--- src/rtl/demux4_frame_pkg.sv ---
// Shared types and default sizing for the 2-bit symbol to lane demultiplexer.
package demux_pkg;

   localparam int LANES_DEF = 4;
   localparam int W_DEF     = 2;
   localparam int SEL_W     = $clog2(LANES_DEF);

   typedef enum logic {
      FILL = 1'b0,
      DONE = 1'b1
   } dmx_state_t;

endpackage

--- src/rtl/demux4_frame_if.sv ---
// Symbol handshake and lane output bundle between a symbol source and demux4_frame.
interface demux4_frame_if
   import demux_pkg::*;
#(
   parameter int LANES = LANES_DEF,
   parameter int W     = W_DEF
) ();

   logic                     in_valid;
   logic                     in_ready;
   logic [W-1:0]             d;
   logic [$clog2(LANES)-1:0] s;
   logic [LANES*W-1:0]       y;
   logic [LANES-1:0]         lane_vld;
   logic                     frame_done;

   modport master (
      output in_valid, d, s,
      input  in_ready, y, lane_vld, frame_done
   );

   modport slave (
      input  in_valid, d, s,
      output in_ready, y, lane_vld, frame_done
   );

endinterface

--- src/rtl/demux4_frame_lane_reg.sv ---
// One W-bit lane register with write enable and a per-frame valid flag.
module dmx_lane_reg #(
   parameter int W = 2
) (
   input  logic         clk,
   input  logic         rst,
   input  logic         i_we,
   input  logic [W-1:0] i_d,
   input  logic         i_clr,
   output logic [W-1:0] o_q,
   output logic         o_vld
);

   logic [W-1:0] r_q;
   logic         r_vld;

   // Data is only cleared by reset; the valid flag is cleared per frame.
   always_ff @(posedge clk or posedge rst) begin
      if (rst) begin
         r_q   <= '0;
         r_vld <= 1'b0;
      end else begin
         if (i_we) begin
            r_q   <= i_d;
            r_vld <= 1'b1;
         end else if (i_clr) begin
            r_vld <= 1'b0;
         end
      end
   end

   assign o_q   = r_q;
   assign o_vld = r_vld;

endmodule

--- src/rtl/demux4_frame.sv ---
// Steers one W-bit symbol per handshake into LANES registered lanes and pulses frame_done when all are filled.
// Optional AUTO_SEL_EN: lanes are filled in order from an internal pointer instead of the s input.
//
// state | meaning
// FILL  | accepting symbols, collecting lanes for the current frame
// DONE  | one-cycle frame pulse, input stalled, lane valid flags cleared on exit
module demux4_frame
   import demux_pkg::*;
#(
   parameter int LANES = LANES_DEF,
   parameter int W     = W_DEF
) (
   input  logic           clk,
   input  logic           rst,
   demux4_frame_if.slave  bus
);

   localparam int SW = $clog2(LANES);

   dmx_state_t         r_state;
   dmx_state_t         w_state_nxt;
   logic               w_accept;
   logic               w_clr_vld;
   logic [SW-1:0]      w_sel;
   logic [LANES-1:0]   w_we;
   logic [LANES-1:0]   w_vld;
   logic [LANES*W-1:0] w_y;

   assign bus.in_ready   = (r_state == FILL);
   assign bus.frame_done = (r_state == DONE);
   assign w_clr_vld      = (r_state == DONE);
   assign w_accept       = bus.in_valid & bus.in_ready;

`ifdef AUTO_SEL_EN
   logic [SW-1:0] r_ptr;

   // Pointer wraps naturally because LANES is a power of two.
   always_ff @(posedge clk or posedge rst) begin
      if (rst) begin
         r_ptr <= '0;
      end else if (r_state == DONE) begin
         r_ptr <= '0;
      end else if (w_accept) begin
         r_ptr <= r_ptr + SW'(1);
      end
   end

   assign w_sel = r_ptr;
`else
   assign w_sel = bus.s;
`endif

   always_comb begin
      w_we = '0;
      if (w_accept) begin
         w_we[w_sel] = 1'b1;
      end
   end

   always_ff @(posedge clk or posedge rst) begin
      if (rst) begin
         r_state <= FILL;
      end else begin
         r_state <= w_state_nxt;
      end
   end

   // The completing accept is seen through the write enable, before the flag registers update.
   always_comb begin
      w_state_nxt = r_state;
      case (r_state)
         FILL: begin
            if (w_accept && (&(w_vld | w_we))) begin
               w_state_nxt = DONE;
            end
         end
         DONE: begin
            w_state_nxt = FILL;
         end
         default: begin
            w_state_nxt = FILL;
         end
      endcase
   end

   for (genvar g = 0; g < LANES; g++) begin : g_lane
      dmx_lane_reg #(
         .W (W)
      ) u_lane (
         .clk   (clk),
         .rst   (rst),
         .i_we  (w_we[g]),
         .i_d   (bus.d),
         .i_clr (w_clr_vld),
         .o_q   (w_y[g*W +: W]),
         .o_vld (w_vld[g])
      );
   end

   assign bus.y        = w_y;
   assign bus.lane_vld = w_vld;

endmodule

--- src/flat_wrapper.sv ---
// flat-port wrapper written by rule: the top's interface ports become plain ports
module demux4_frame_flat import demux_pkg::*;
#(
   parameter int LANES = LANES_DEF,
   parameter int W     = W_DEF
)
  (clk, rst, bus_in_valid, bus_d, bus_s, bus_in_ready, bus_y, bus_lane_vld, bus_frame_done);
  demux4_frame_if #(.LANES(LANES), .W(W)) bus_i ();
  input  logic clk;
  input  logic rst;
  input wire logic [$bits(bus_i.in_valid)-1:0] bus_in_valid;
  input wire logic [$bits(bus_i.d)-1:0] bus_d;
  input wire logic [$bits(bus_i.s)-1:0] bus_s;
  output wire logic [$bits(bus_i.in_ready)-1:0] bus_in_ready;
  output wire logic [$bits(bus_i.y)-1:0] bus_y;
  output wire logic [$bits(bus_i.lane_vld)-1:0] bus_lane_vld;
  output wire logic [$bits(bus_i.frame_done)-1:0] bus_frame_done;
  assign bus_i.in_valid = bus_in_valid;
  assign bus_i.d = bus_d;
  assign bus_i.s = bus_s;
  assign bus_in_ready = bus_i.in_ready;
  assign bus_y = bus_i.y;
  assign bus_lane_vld = bus_i.lane_vld;
  assign bus_frame_done = bus_i.frame_done;
  demux4_frame #(.LANES(LANES), .W(W)) u_core (.clk(clk), .rst(rst), .bus(bus_i));
endmodule
--- config.mk ---
export PLATFORM = sky130hd
export DESIGN_NAME = demux4_frame_flat
export DESIGN_NICKNAME = d
export VERILOG_FILES = /design/src/rtl/demux4_frame_pkg.sv /design/src/rtl/demux4_frame_if.sv /design/src/rtl/demux4_frame_lane_reg.sv /design/src/rtl/demux4_frame.sv /design/src/flat_wrapper.sv
export SDC_FILE = /design/constraint.sdc
export NUM_CORES = 1
export LEC_CHECK = 0
export BUFFER_PORTS_ARGS = -buffer_cell sky130_fd_sc_hd__buf_2
export CAP_MARGIN = 15
export CORE_AREA = 3 3 40 42
export CTS_CLUSTER_DIAMETER = 200
export CTS_CLUSTER_SIZE = 12
export DETAILED_ROUTE_END_ITERATION = 8
export DIE_AREA = 0 0 43 45
export HOLD_SLACK_MARGIN = 0.12
export PLACE_DENSITY = 0.69
export SYNTH_ARGS = -nofsm -noshare
export SYNTH_HDL_FRONTEND = slang
export SYNTH_SLANG_ARGS = --single-unit
export TNS_END_PERCENT = 1
--- constraint.sdc ---
create_clock -name clk -period 4.13 [get_ports clk]
set_clock_uncertainty 0.05 [all_clocks]
set_input_delay 1.239 -clock clk [delete_from_list [all_inputs] [get_ports clk]]
set_output_delay 1.239 -clock clk [all_outputs]
set_load 0.1 [all_outputs]
==> reports/qor.csv, run 1 <==
stage,metric,value,unit
setup_path,end_kind,primary output,
route,finalWirelength,1060,um
layout,drive_above_1_share,52.9,%
min_path,timing.hold.worst_endpoint,u_core.g_lane[3].u_lane.o_q[0],
min_path,holdPathStages,1,
clock_network,cts_hold_buf,0,
route,vias,416,
sta,timing.setup.tns,0,ns
global_route,grt_pass1_vias,411,
outcome,status,"finished, final reports clean",
logic_synthesis,synth_area_per_cell,12.0,um2
layout,synthToLayoutAreaGrowth,17.5,%
setup_path,required,2.84,ns
route,avgViaCountPerCell,5.01,
floorplanning,ios,21,
setup_path,rr_startpoint,u_core.bus.frame_done,
route,drc,0,
logic_synthesis,synth.distinct_cells,17,
placement,numPortBuffers,20,
setup_path,critical_path_class,flip-flop to primary output,
logic_synthesis,syn_area,602,um2
placement,globalplace.congestion,0.715,
floorplanning,fp-row-count,13,
run,cap_violations,0,
clock_network,post_cts_resized,0,
clock_network,cts.clk_slew.worst_paths,0.08,ns
layout,fin_nets,76,
clock_network,cts_tree,yes,
floorplanning,die-height,45,um
floorplanning,core_area,1280,um2
route,drtAntennaViolNets,0,
sta,finalHoldViolations,0,
route,first_pass_iters,2,
setup_path,start_kind,flip-flop,
setup_path,reg2regPathDepth,3,
logic_synthesis,synth-seq-area-share,54.1,%
global_route,antenna_found_initial,0,
clock_network,clock-root-buffer,clkbuf_4,
layout,fill_cells,117,
sta,fin_crit,2.55,ns
min_path,min_from,u_core.g_lane[3].u_lane.o_q[0],
floorplanning,start_util,46.8,%
clock_network,clockBufferDepth,2,
clock_network,clock-sinks,13,
sta,relSlewSlack,67.0,%
logic_synthesis,ys_seq_elements,13,
route,wire_per_inst,12.8,um
global_route,grt_max_degree,14,
sta,fin_crit_sh,61.7,%
sta,drv_slew,0,
clock_network,postCtsSetupBuffers,0,
sta,rsz0062_at_grt,no,
floorplanning,die_w,43,um
logic_synthesis,synthesis.nets,57,
setup_path,arrival,1.26,ns
clock_network,htreeDepth,1,
logic_synthesis,synth_cells,50,
sta,finalSetupViolCount,0,
clock_network,cts_buffers,3,
sta,max_freq,393,MHz
setup_path,worst_r2r_endpoint,u_core.g_lane[2].u_lane.o_q[1],
sta,worst_pin_slew,0.495,ns
clock_network,insertion_delay,0.27,ns
logic_synthesis,yosysWarnings,0,
global_route,grt_overflow_total,0,
global_route,grt_usage,13.0,%
route,drtIter0Drc,3,
setup_path,crit_fanout,7,
sta,hold_ws,0.453,ns
min_path,holdCritPathClass,flip-flop to flip-flop,
global_route,grt_pass1_wl,1840,um
floorplanning,dieArea,1940,um2
setup_path,reg2reg_slack,2.74,ns
placement,dp_hpwl,845,um
layout,antenna_cells,0,
-- cell usage after synthesis, drive strengths merged --
cell type  number  area share [%]
a31oi           2             2.1
nand2b          1             2.3
inv             3             1.9
nor3b           1             2.1
a211oi          1             1.2
nand2           1            0.62
dfrtp          13              54
nor2            5             3.1
mux2            9              17
nor3            2             3.3
nor2b           1             1.0
a22oi           1             1.2
buf             6             6.7
o21ai           1            0.83
nand4           1             1.0
a21oi           2             1.7
-- cells in the final DEF, fill, tap and decap left out --
master,count
nand2b_4,1
a22oi_1,1
a211oi_1,1
dfrtp_1,13
nor2_1,5
nor3_2,2
nor3b_2,1
nor2b_1,1
a31oi_1,2
a21oi_1,2
inv_1,3
nand4_1,1
clkbuf_1,1
nand2_1,1
mux2_2,9
clkbuf_4,3
o21ai_0,1
buf_2,20
-- kinds of logic (layout without fill, tap and decap cells) --
logic type	after synthesis	after routing	share of synthesized area [%]
buffers and inverters	9	27	8.52
DFF	13	13	54.1
AOI/OAI and AO/OA	7	7	7.07
muxes	9	9	16.8
and+or+nand+nor	12	12	13.5
-- area by class of cell --
class	instances	area [um2]	area share, %
Multi-Input combinational cell	28	225	31.9
Clock buffer	4	26.3	3.72
Sequential cell	13	325	46.0
Tap cell	15	18.8	2.65
Inverter	3	11.3	1.59
Timing Repair Buffer	20	100	14.2
-- state kept, by name, indices dropped and copies added (netlist names) --
name,flops
u_core.g_lane.u_lane.o_q,8
u_core.g_lane.u_lane.o_vld,4
u_core.bus.frame_done,1
-- layer usage --
metal  wire [um]  global-route usage (%)  vias to the layer above
met3          86                    4.78                        2
met2         431                    17.7                       18
met4           6                    7.23                        0
met5           0                       0                        -
met1         536                    17.7                      194
li1            -                       -                      202
-- worst max-delay path: stages (launching register included) --
cell and delay, ns:
dfrtp_1 0.46, inv_1 0.10, buf_2 0.43
-- how the worst max path moves through the flow --
stage / to / slack, ns / start
final: bus_in_ready / 1.58 / u_core.bus.frame_done
after global routing: bus_in_ready / 1.56 / u_core.bus.frame_done
after CTS: bus_in_ready / 1.58 / u_core.bus.frame_done
after detailed placement: u_core.g_lane[1].u_lane.o_q[1] / 1.85 / bus_s[0]
after global placement: u_core.g_lane[1].u_lane.o_q[1] / 1.85 / bus_s[0]
after floorplan: bus_in_ready / 1.17 / u_core.bus.frame_done
-- per-stage QoR --
step	worst slack [ns]	util (%)	instance area, um2	std cells
floorplan	1.17	-	602	50
detailed placement	1.85	53.0	681	79
global route	1.56	55.0	707	83
finish	1.58	55.0	707	83
global placement	1.85	53.0	681	79
CTS	1.58	55.0	707	83
Power of run 1 is not shown: default switching activity piles up to over one toggle a cycle in this logic, so the estimate is an artifact.
==> run 2: changes to the inputs <==
--- a/config.mk
+++ b/config.mk
@@ -5,15 +5,16 @@
 export SDC_FILE = /design/constraint.sdc
 export NUM_CORES = 1
 export LEC_CHECK = 0
+export ABC_AREA = 1
 export BUFFER_PORTS_ARGS = -buffer_cell sky130_fd_sc_hd__buf_2
 export CAP_MARGIN = 15
-export CORE_AREA = 3 3 40 42
+export CORE_MARGIN = 3
+export CORE_UTILIZATION = 41
 export CTS_CLUSTER_DIAMETER = 200
 export CTS_CLUSTER_SIZE = 12
 export DETAILED_ROUTE_END_ITERATION = 8
-export DIE_AREA = 0 0 43 45
 export HOLD_SLACK_MARGIN = 0.12
-export PLACE_DENSITY = 0.69
+export PLACE_DENSITY = 0.67
 export SYNTH_ARGS = -nofsm -noshare
 export SYNTH_HDL_FRONTEND = slang
 export SYNTH_SLANG_ARGS = --single-unit
==> constraint.sdc (replaced) <==
create_clock -name clk -period 2.2 [get_ports clk]
set_clock_uncertainty 0.05 [all_clocks]
set_input_delay 0.66 -clock clk [delete_from_list [all_inputs] [get_ports clk]]
set_output_delay 0.66 -clock clk [all_outputs]
set_load 0.1 [all_outputs]
==> reports/qor.csv, run 2 <==
stage,metric,value,unit
clock_network,postCtsSetupBuffers,0,
setup_path,crit_fanout,7,
floorplanning,core_area,1190,um2
setup_path,end_kind,primary output,
clock_network,post_cts_resized,0,
sta,fin_crit_sh,89.1,%
clock_network,cts_tree,yes,
setup_path,path_buf_inv,2,
logic_synthesis,yosys.area.top_type,dfrtp_1,
sta,timing.setup.tns,0,ns
layout,drive_above_1_share,29.4,%
layout,synthToLayoutAreaGrowth,20.5,%
logic_synthesis,netlist_top_cells_count,"nand2_1, dfrtp_1, inv_1",
clock_network,clockBufferDepth,2,
clock_network,cts.clk_slew.worst_paths,0.08,ns
layout,seq_area,327,um2
logic_synthesis,synth_area_per_cell,8.62,um2
global_route,grt_pass1_vias,392,
setup_path,rr_startpoint,u_core.bus.frame_done,
route,vias,467,
layout,layout_common_cells,"buf_2, nand2_1, dfrtp_1",
setup_path,path_depth,2,
sta,rsz0062_at_grt,no,
floorplanning,fp-row-count,12,
clock_network,cts_hold_buf,0,
setup_path,critical_path_class,flip-flop to primary output,
setup_path,critPathTopFamily,buffers and inverters,
logic_synthesis,synth_cells,65,
placement,dp.cells,95,
floorplanning,start_util,47.3,%
sta,fin_ws,0.239,ns
setup_path,start_kind,flip-flop,
setup_path,required,1.49,ns
layout,fin_nets,93,
min_path,holdCritPathClass,input port to asynchronous set/reset pin,
floorplanning,dieArea,1850,um2
logic_synthesis,synth_ff_type,dfrtp_1,
logic_synthesis,synth_top_cell_area_share,58.0,%
sta,max_freq,510,MHz
outcome,status,"finished, final reports clean",
layout,largest_register_ffs,8,
floorplanning,ios,21,
placement,preCtsSetupSlack,0.540,ns
layout,fill_cells,121,
setup_path,max_stage_delay,0.46,ns
route,avgViaCountPerCell,4.72,
sta,finalHoldViolations,0,
global_route,grt_overflow_total,0,
setup_path,worst_r2r_endpoint,u_core.g_lane[3].u_lane.o_q[1],
layout,fin_cells,99,
logic_synthesis,synthArstFlopShare,100,%
floorplanning,die_w,43.0,um
setup_path,crit_slowest_cell,dfrtp_2,
layout,final_common_cell,buf_2,
setup_path,arrival,1.25,ns
sta,worst_pin_slew,0.484,ns
logic_synthesis,yosysWarnings,0,
layout,multi_input_area,164,um2
clock_network,insertion_delay,0.28,ns
placement,globalplace.congestion,0.692,
sta,drv_slew,0,
logic_synthesis,synth.most_common_cell,nand2_1,
route,finalWirelength,1050,um
global_route,grt_max_degree,14,
global_route,top_usage_layer,met2,
logic_synthesis,synth.area.top_cells,"dfrtp_1, nand2_1, inv_1, o21ai_0, buf_4",
logic_synthesis,synth-seq-area-share,58.0,%
route,first_pass_iters,5,
setup_path,crit_chain,inv_1 -> buf_2,
sta,finalSetupViolCount,0,
global_route,antenna_found_initial,0,
global_route,grtUsageMet2,18.9,%
clock_network,clock-root-buffer,clkbuf_4,
global_route,grt_pass1_wl,1790,um
route,drc,0,
floorplanning,die-height,43.0,um
setup_path,crit_path_end,bus_in_ready,
route,drtIter0Drc,6,
setup_path,critPathLaunch,u_core.bus.frame_done,
clock_network,htreeDepth,1,
logic_synthesis,ys_seq_elements,13,
logic_synthesis,syn_area,561,um2
global_route,grt_usage,13.1,%
layout,antenna_cells,0,
placement,dp_hpwl,812,um
logic_synthesis,synthesis.nets,72,
clock_network,clock-sinks,13,
route,drtAntennaViolNets,0,
global_route,use_met3,2.54,%
logic_synthesis,synth.distinct_cells,10,
sta,relSlewSlack,67.7,%
route,wire_per_inst,10.6,um
logic_synthesis,synth_edf_count,0,
placement,numPortBuffers,20,
setup_path,reg2reg_slack,1.08,ns
sta,fin_crit,1.96,ns
clock_network,cts_buffers,3,
run,cap_violations,0,
setup_path,reg2regPathDepth,4,
global_route,use_met1,17.6,%
## run 2: cell types whose count changed after synthesis, moves of 3 or more
cell	previous run	this run
inv_1	3	11
o21ai_1	0	3
mux2_2	9	0
nand2_1	1	18
o21ai_0	1	6
## run 2: cell type report
cell class / instances / share of cell area (%)
sequential: 13 / 48.3
multi-input combinational: 37 / 24.3
timing repair buffer: 20 / 14.8
inverter: 11 / 6.11
clock buffer: 4 / 3.89
tap: 14 / 2.59
## run 2: worst min path at each step
stage	from	end
final	rst	u_core.g_lane[1].u_lane.o_q[1]
after global placement	u_core.g_lane[2].u_lane.o_q[0]	u_core.g_lane[2].u_lane.o_q[0]
after floorplan	u_core.g_lane[0].u_lane.o_vld	u_core.g_lane[0].u_lane.o_vld
after global routing	rst	u_core.g_lane[0].u_lane.o_vld
after detailed placement	u_core.g_lane[0].u_lane.o_q[1]	u_core.g_lane[0].u_lane.o_q[1]
after CTS	rst	u_core.g_lane[1].u_lane.o_vld
## run 2: cells by family after synthesis
logic type | share of synthesized area [%]
AND/OR/NAND/NOR | 17.6
buffers and inverters | 12.7
flip-flops | 58.0
AO/OA/AOI/OAI | 11.6
## run 2: through the flow
step                      hold slack, ns  util (%)  instance area, um2
after floorplan                    0.466         -                 562
after global placement             0.412      54.7                 649
after detailed placement           0.422      54.7                 649
after CTS                          0.355      57.0                 676
after global routing               0.367      57.0                 676
final                              0.335      57.0                 676
## run 2: metal layers
| layer | vias to the layer above | share of wire, % |
|---|---|---|
| met2 | 20 | 43 |
| met5 | - | 0 |
| li1 | 235 | - |
| met4 | 0 | 3.2 |
| met3 | 5 | 8.2 |
| met1 | 207 | 45 |
Power of run 2 is left out for the same reason.
